**config.mk**
```make
export PLATFORM = sky130hd
export DESIGN_NAME = alu_operand_stage
export DESIGN_NICKNAME = d
export VERILOG_FILES = /design/src/rtl/alu_operand_stage.sv
export SDC_FILE = /design/constraint.sdc
export NUM_CORES = 1
export LEC_CHECK = 0
export ABC_CLOCK_PERIOD_IN_PS = 9700
export CAP_MARGIN = 20
export CORE_MARGIN = 4
export CORE_UTILIZATION = 46
export CTS_CLUSTER_DIAMETER = 30
export DETAILED_ROUTE_END_ITERATION = 16
export PLACE_DENSITY_LB_ADDON = 0.25
export SLEW_MARGIN = 40
export SYNTH_ARGS = -nofsm -noshare
export SYNTH_HDL_FRONTEND = slang
export SYNTH_SLANG_ARGS = --single-unit
```
**constraint.sdc**
```tcl
create_clock -name clk -period 9.7 [get_ports clk]
set_input_delay 0.97 -clock clk [delete_from_list [all_inputs] [get_ports clk]]
set_output_delay 0.97 -clock clk [all_outputs]
set_load 0.02 [all_outputs]
```
**src/rtl/alu_operand_stage.sv**
```systemverilog
// ALU operand stage: forwards rs/rt, picks operand B (register or formatted immediate)
// and registers both operands plus store data for the execute stage.
module alu_operand_stage #(
   parameter int WIDTH     = 32,
   parameter int IMM_WIDTH = 16
) (
   input  logic                 clk,
   input  logic                 reset,
   input  logic                 in_valid,
   input  logic                 stall,
   input  logic                 flush,
   input  logic [WIDTH-1:0]     readDataUm,
   input  logic [WIDTH-1:0]     readDataDois,
   input  logic [IMM_WIDTH-1:0] imm,
   input  logic [1:0]           aluSrc,
   input  logic [1:0]           fwdA,
   input  logic [1:0]           fwdB,
   input  logic [WIDTH-1:0]     exMemResult,
   input  logic [WIDTH-1:0]     memWbResult,
   output logic [WIDTH-1:0]     aluInUm,
   output logic [WIDTH-1:0]     aluInDois,
   output logic [WIDTH-1:0]     storeData,
   output logic                 out_valid,
   output logic [7:0]           stallCount
);

   localparam int LUI_SHIFT = WIDTH - IMM_WIDTH;

   logic [WIDTH-1:0] rsF, rtF;
   logic [WIDTH-1:0] immSext, immZext, immLui, opB;

   logic [WIDTH-1:0] aluInUm_q, aluInUm_d;
   logic [WIDTH-1:0] aluInDois_q, aluInDois_d;
   logic [WIDTH-1:0] storeData_q, storeData_d;
   logic             outValid_q, outValid_d;
   logic [7:0]       stallCount_q, stallCount_d;

   // Forwarding muxes; code 11 aliases the EX/MEM result.
   always_comb begin
      unique case (fwdA)
         2'b00:   rsF = readDataUm;
         2'b10:   rsF = memWbResult;
         default: rsF = exMemResult;
      endcase
      unique case (fwdB)
         2'b00:   rtF = readDataDois;
         2'b10:   rtF = memWbResult;
         default: rtF = exMemResult;
      endcase
   end

   always_comb begin
      immSext                  = {WIDTH{imm[IMM_WIDTH-1]}};
      immSext[IMM_WIDTH-1:0]   = imm;
      immZext                  = '0;
      immZext[IMM_WIDTH-1:0]   = imm;
      immLui                   = immZext << LUI_SHIFT;
      unique case (aluSrc)
         2'b00:   opB = rtF;
         2'b01:   opB = immSext;
         2'b10:   opB = immZext;
         default: opB = immLui;
      endcase
   end

   // Next state with priority flush > stall > load; stall cycles are only
   // counted while a valid operand set is being held.
   always_comb begin
      aluInUm_d    = aluInUm_q;
      aluInDois_d  = aluInDois_q;
      storeData_d  = storeData_q;
      outValid_d   = outValid_q;
      stallCount_d = stallCount_q;
      if (flush) begin
         aluInUm_d    = '0;
         aluInDois_d  = '0;
         storeData_d  = '0;
         outValid_d   = 1'b0;
         stallCount_d = 8'd0;
      end else if (stall) begin
         if (outValid_q)
            stallCount_d = (stallCount_q == 8'hFF) ? stallCount_q : stallCount_q + 8'd1;
         else
            stallCount_d = 8'd0;
      end else begin
         stallCount_d = 8'd0;
         if (in_valid) begin
            aluInUm_d   = rsF;
            aluInDois_d = opB;
            storeData_d = rtF;
            outValid_d  = 1'b1;
         end else begin
            aluInUm_d   = '0;
            aluInDois_d = '0;
            storeData_d = '0;
            outValid_d  = 1'b0;
         end
      end
   end

   always_ff @(posedge clk or posedge reset) begin
      if (reset) begin
         aluInUm_q    <= '0;
         aluInDois_q  <= '0;
         storeData_q  <= '0;
         outValid_q   <= 1'b0;
         stallCount_q <= 8'd0;
      end else begin
         aluInUm_q    <= aluInUm_d;
         aluInDois_q  <= aluInDois_d;
         storeData_q  <= storeData_d;
         outValid_q   <= outValid_d;
         stallCount_q <= stallCount_d;
      end
   end

   assign aluInUm    = aluInUm_q;
   assign aluInDois  = aluInDois_q;
   assign storeData  = storeData_q;
   assign out_valid  = outValid_q;
   assign stallCount = stallCount_q;

endmodule

```
### Yosys cells after proc, flatten, opt, wreduce, memory -nomap -nowiden

Cells that the tools add are included.

| storage, ports and cells | value |
|---|---|
| bits in registers | 105 |
| input port bits | 155 |
| output and inout port bits | 105 |
| logic and storage cells | 35 |

| cells by class | value |
|---|---|
| $add $sub $neg | 1 |
| equal/unequal tests | 7 |
| multiplexer cells | 19 |
| reductions and logical operators | 3 |

Operators with widths:

| operator | count |
|---|---|
| $mux 32 | 9 |
| $pmux 32 s2 | 2 |
| $pmux 32 s3 | 1 |
| $mux 8 | 4 |
| $add 8x1->8 const B | 1 |
| $eq 8x8->1 const B | 1 |
| $eq 2x2->1 const B | 3 |
| $logic_not 2->1 | 3 |
| $ne 4x4->1 const B | 1 |
| $mux 1 | 3 |
| $eq 2x1->1 const B | 1 |
| $ne 2x1->1 const B | 1 |

### Logic depth before layout (Yosys ltp)

| depth | value |
|---|---|
| depth in word-level cells | 6 |
| gate-level depth with buffers | 6 |
| gate-level depth less buffers | 4 |

### Worst setup path before layout

No wires, ideal clock.

| timing | value |
|---|---|
| path kind | input to register |
| start point | input port fwdB[1] |
| end point | register aluInDois_q[25], in the netlist aluInDois[25] |
| setup time | 0.130 ns |
| arrival time | 1.911 ns |
| required time | 9.570 ns |
| slack | 7.659 ns |
| stages | 5 |
| buffers on the path | 2 |
| cell sequence | buf_2 buf_6 mux2_2 a221oi_1 o21ai_0 |

| on the way | value |
|---|---|
| longest elaborated chain between the ends | 6 |
| elaborated cells on any way between the ends | 7 |
| those cells by class | eq/ne: 1; mux: 5; reduce/logical: 1 |

RTL lines:

| item | line | source |
|---|---|---|
| from (decl) | 17 | `input logic [1:0] fwdB,` |
| $eq 2x2->1 or $logic_not 2->1 (tied branches) | 45 | `unique case (fwdB)` |
| $pmux 32 s2 * | 45 |  |
| $pmux 32 s3 * | 58 | `unique case (aluSrc)` |
| $mux 32 * | 87 | `if (in_valid) begin` |
| $mux 32 * | 80 | `end else if (stall) begin` |
| $mux 32 * | 74 | `if (flush) begin` |
| to (signal assigned) | 110 | `aluInDois_q <= aluInDois_d;` |
| to (decl) | 33 | `logic [WIDTH-1:0] aluInDois_q, aluInDois_d;` |

Every way passes the cells marked *; elsewhere a longest branch is shown, timed or not. The select of a mux whose other input is x is not followed.
A chain may end at the register's enable or synchronous reset.

### Worst setup path in the final report

| timing | value |
|---|---|
| start point | input port stall |
| end point | register stallCount_q[5], in the netlist stallCount[5] |

| on the way | value |
|---|---|
| longest elaborated chain between the ends | 2 |
| elaborated cells on any way between the ends | 3 |
| those cells by class | eq/ne: 1; mux: 2 |

RTL lines:

| item | line | source |
|---|---|---|
| from (decl) | 10 | `input logic stall,` |
| $mux 8 | 80 |  |
| $mux 8 | 74 |  |
| to (signal assigned) | 113 | `stallCount_q <= stallCount_d;` |
| to (decl) | 36 | `logic [7:0] stallCount_q, stallCount_d;` |

Several ways; a longest one is shown, not always the timed one.

==> metrics.md <==
| Metric | Value |
|---|---|
| Mean area per synthesized cell | `10.1 um2` |
| CTS tree | `built` |
| Total CTS buffers | `9` |
| Final period util | `34.1%` |
| Critical Path End Type | `flip-flop` |
| Total of max-cap violations | `0` |
| Unrepaired setup endpoints after global routing | `no` |
| Synth Net Count | `733` |
| Worst Path Max Fanout | `78` |
| Commonest non-fill, non-tap cell in the layout | `clkdlybuf4s50_1` |
| Peak supply drop | `approximately 0.081 mV` |
| Ys flop type | `dfrtp_1` |
| Worst min-delay path category | `flip-flop to flip-flop` |
| Setup TNS | `0 ps` |
| Area contributors post-synth | `dfrtp_1, mux2i_1, a22o_1` |
| Final clock skew | `0.728 ps` |
| Sequential fraction of the synthesis area | `between 40% and 50%` |
| Die area | `~15,000 um2` |
| Synth area leader | `dfrtp_1` |
| Post-CTS setup buffer count | `0` |
| Final WL | `21.1 mm` |
| Width of the die | `121 um` |
| Worst Reg-to-Reg Cells | `4` |
| Final Hold Viols | `0` |
| Tot GR Track Use | `28.2%` |
| Initial DRC Count | `approximately 480` |
| FF-to-FF Start | `stallCount[1]$_DFFE_PP0P_` |
| Synth Register Bits | `approximately 110` |
| Ant diodes | `0` |
| Fraction of layout cells with a size suffix above 1 | `under 10%` |
| Min Tclk post-route | `3310 ps` |
| Number of synthesized flops with an enable pin | `0` |
| Gpl congestion | `0.861` |
| Root buffer cell | `clkbuf_16` |
| DRC violations left | `0` |
| Worst-Margin Slew | `847 ps` |
| DP HPWL | `15.2 mm` |
| H-tree Lvls | `3` |
| Total core area | `12,200 um2` |
| FF-to-FF setup slack | `8170 ps` |
| CTS Sinks | `~110` |
| Synth unique cells | `44` |
| Die Y | `121 um` |
| Area Growth Syn to Fin | `49.1%` |
| CP Launch Type | `primary input` |
| Mapped Area | `5840 um2` |
| Initial antenna violation count | `0` |
| Largest net degree at the start of global routing | `about 80` |
| Cell Rows | `40` |
| Critical Path Sink | `stallCount[5]$_DFFE_PP0P_` |
| Fin cells | `approximately 970` |
| Most frequent cells in the layout | `clkdlybuf4s50_1, dfrtp_1, nand2_1` |
| Asr flop ratio synth | `100%` |
| Clock transition at path regs | `70 ps` |
| Via-per-instance ratio | `approximately 6` |
| Vias in the first global route | `around 6,000` |
| WL/cell | `21.8 um` |
| Initial Util | `47.8%` |
| IO Pins | `260` |
| Kind of critical path | `primary input to flip-flop` |
| Worst R2R End | `stallCount[5]$_DFFE_PP0P_` |
| Max clock buf depth | `2` |
| Rel. slew slack | `43.5%` |
| Router iterations before antenna repair | `8` |
| Status | `finished clean` |
| Worst hold slack | `roughly 470 ps` |
| Vias | `approximately 5,800` |
| Max Clock Freq | `302 MHz` |
| GR Overflow Total | `0` |
| Leakage | `3.69 nW` |
| Pwr Total | `between 1 and 1.5 mW` |
| Later-pin clock latency in the skew report | `340 ps` |
| PD cells | `124 nW/um2` |
| Post_cts resized | `0` |
| Yosys warns | `0` |
| Setup-failing EPs final | `0` |
| WHS Path Cells | `2` |
| Final Max Tran Viols | `0` |
| Fin util | `a little under three quarters` |
| Final ANT Viol Nets | `0` |
| Critical path data arrival time | `3550 ps` |
| Cell total after placement | `951` |
| Setup crit start | `stall` |
| Post-synth top area share | `45.0%` |
| First-pass GRT wire length | `32.6 mm` |
| IO Port Bufs | `259` |
| Nets | `around 950` |
| Worst endpoint required time | `roughly 10000 ps` |
| Synth Instances | `577` |
| Hold buffers post-CTS | `0` |
==> metrics by stage <==
stage	setup slack (ps)	cell area (um2)
finish	6390	8700
global route	6220	8700
CTS	6470	8680
detailed placement	6140	8380
global placement	6240	8370
floorplan	5970	5840
==> cells by family after synthesis <==
group                      Yosys count  share of synthesized area, %
AOI/OAI and AO/OA                  199                          24.1
DFF                                105                          45.0
adders and majority gates            1                         0.214
and+or+nand+nor                    132                          11.2
xor gates and xnor gates             1                         0.150
buffers and inverters               59                          5.08
muxes                               80                          14.3
==> final cells by class <==
type / count / area (um2)
fillers: 918 / 3510
multi-input cells: 413 / 2930
flip-flops and latches: 105 / 2630
repair buffers: 264 / 2630
clock buffers: 12 / 256
well taps: 168 / 210
clock inverters: 3 / 40.0
inverters: 2 / 10.0
==> Yosys cell counts, drive strengths merged (2+ instances only) <==
| library cell | n |
|---|---|
| a21oi | 4 |
| a221o | 5 |
| a221oi | 16 |
| a22o | 39 |
| a31oi | 3 |
| a32oi | 26 |
| and2 | 6 |
| and4 | 2 |
| buf | 31 |
| clkbuf | 26 |
| dfrtp | 105 |
| inv | 2 |
| mux2 | 26 |
| mux2i | 54 |
| nand2 | 79 |
| nand2b | 20 |
| nand3 | 2 |
| nand4 | 2 |
| nor2 | 4 |
| nor2b | 2 |
| nor3 | 7 |
| o211ai | 11 |
| o21ai | 81 |
| o221ai | 10 |
==> critical path, cell delays in order <==
cell	delay, ps
clkdlybuf4s50_1	590
nor2b_4	520
buf_4	760
nand2_1	360
nor3_1	300
==> how the worst min path moves through the flow <==
stage	from	endpoint	slack, ps
finish	storeData[3]$_DFFE_PP0P_	storeData[3]$_DFFE_PP0P_	470
global route	storeData[9]$_DFFE_PP0P_	storeData[9]$_DFFE_PP0P_	490
CTS	storeData[3]$_DFFE_PP0P_	storeData[3]$_DFFE_PP0P_	470
detailed placement	storeData[3]$_DFFE_PP0P_	storeData[3]$_DFFE_PP0P_	460
global placement	storeData[3]$_DFFE_PP0P_	storeData[3]$_DFFE_PP0P_	450
floorplan	storeData[17]$_DFFE_PP0P_	storeData[17]$_DFFE_PP0P_	580
==> routing by layer <==
metal  GRT usage [%]  part of all wire, %
met5               0                    0
met4            10.2                  2.6
met3            6.74                  8.3
met2            47.0                   49
met1            35.8                   40
==> sequential cells by signal, summed over array words and instances (netlist names) <==
signal and cells:
aluInDois 32, aluInUm 32, storeData 32, out_valid 1, stallCount 8
==> power breakdown <==
part           switching (mW)  internal (mW)  leakage (nW)
registers              0.0101          0.454          1.44
logic                   0.123          0.125          2.10
clock network           0.158          0.212         0.148
No activity file was read; power rests on OpenSTA's default activity.
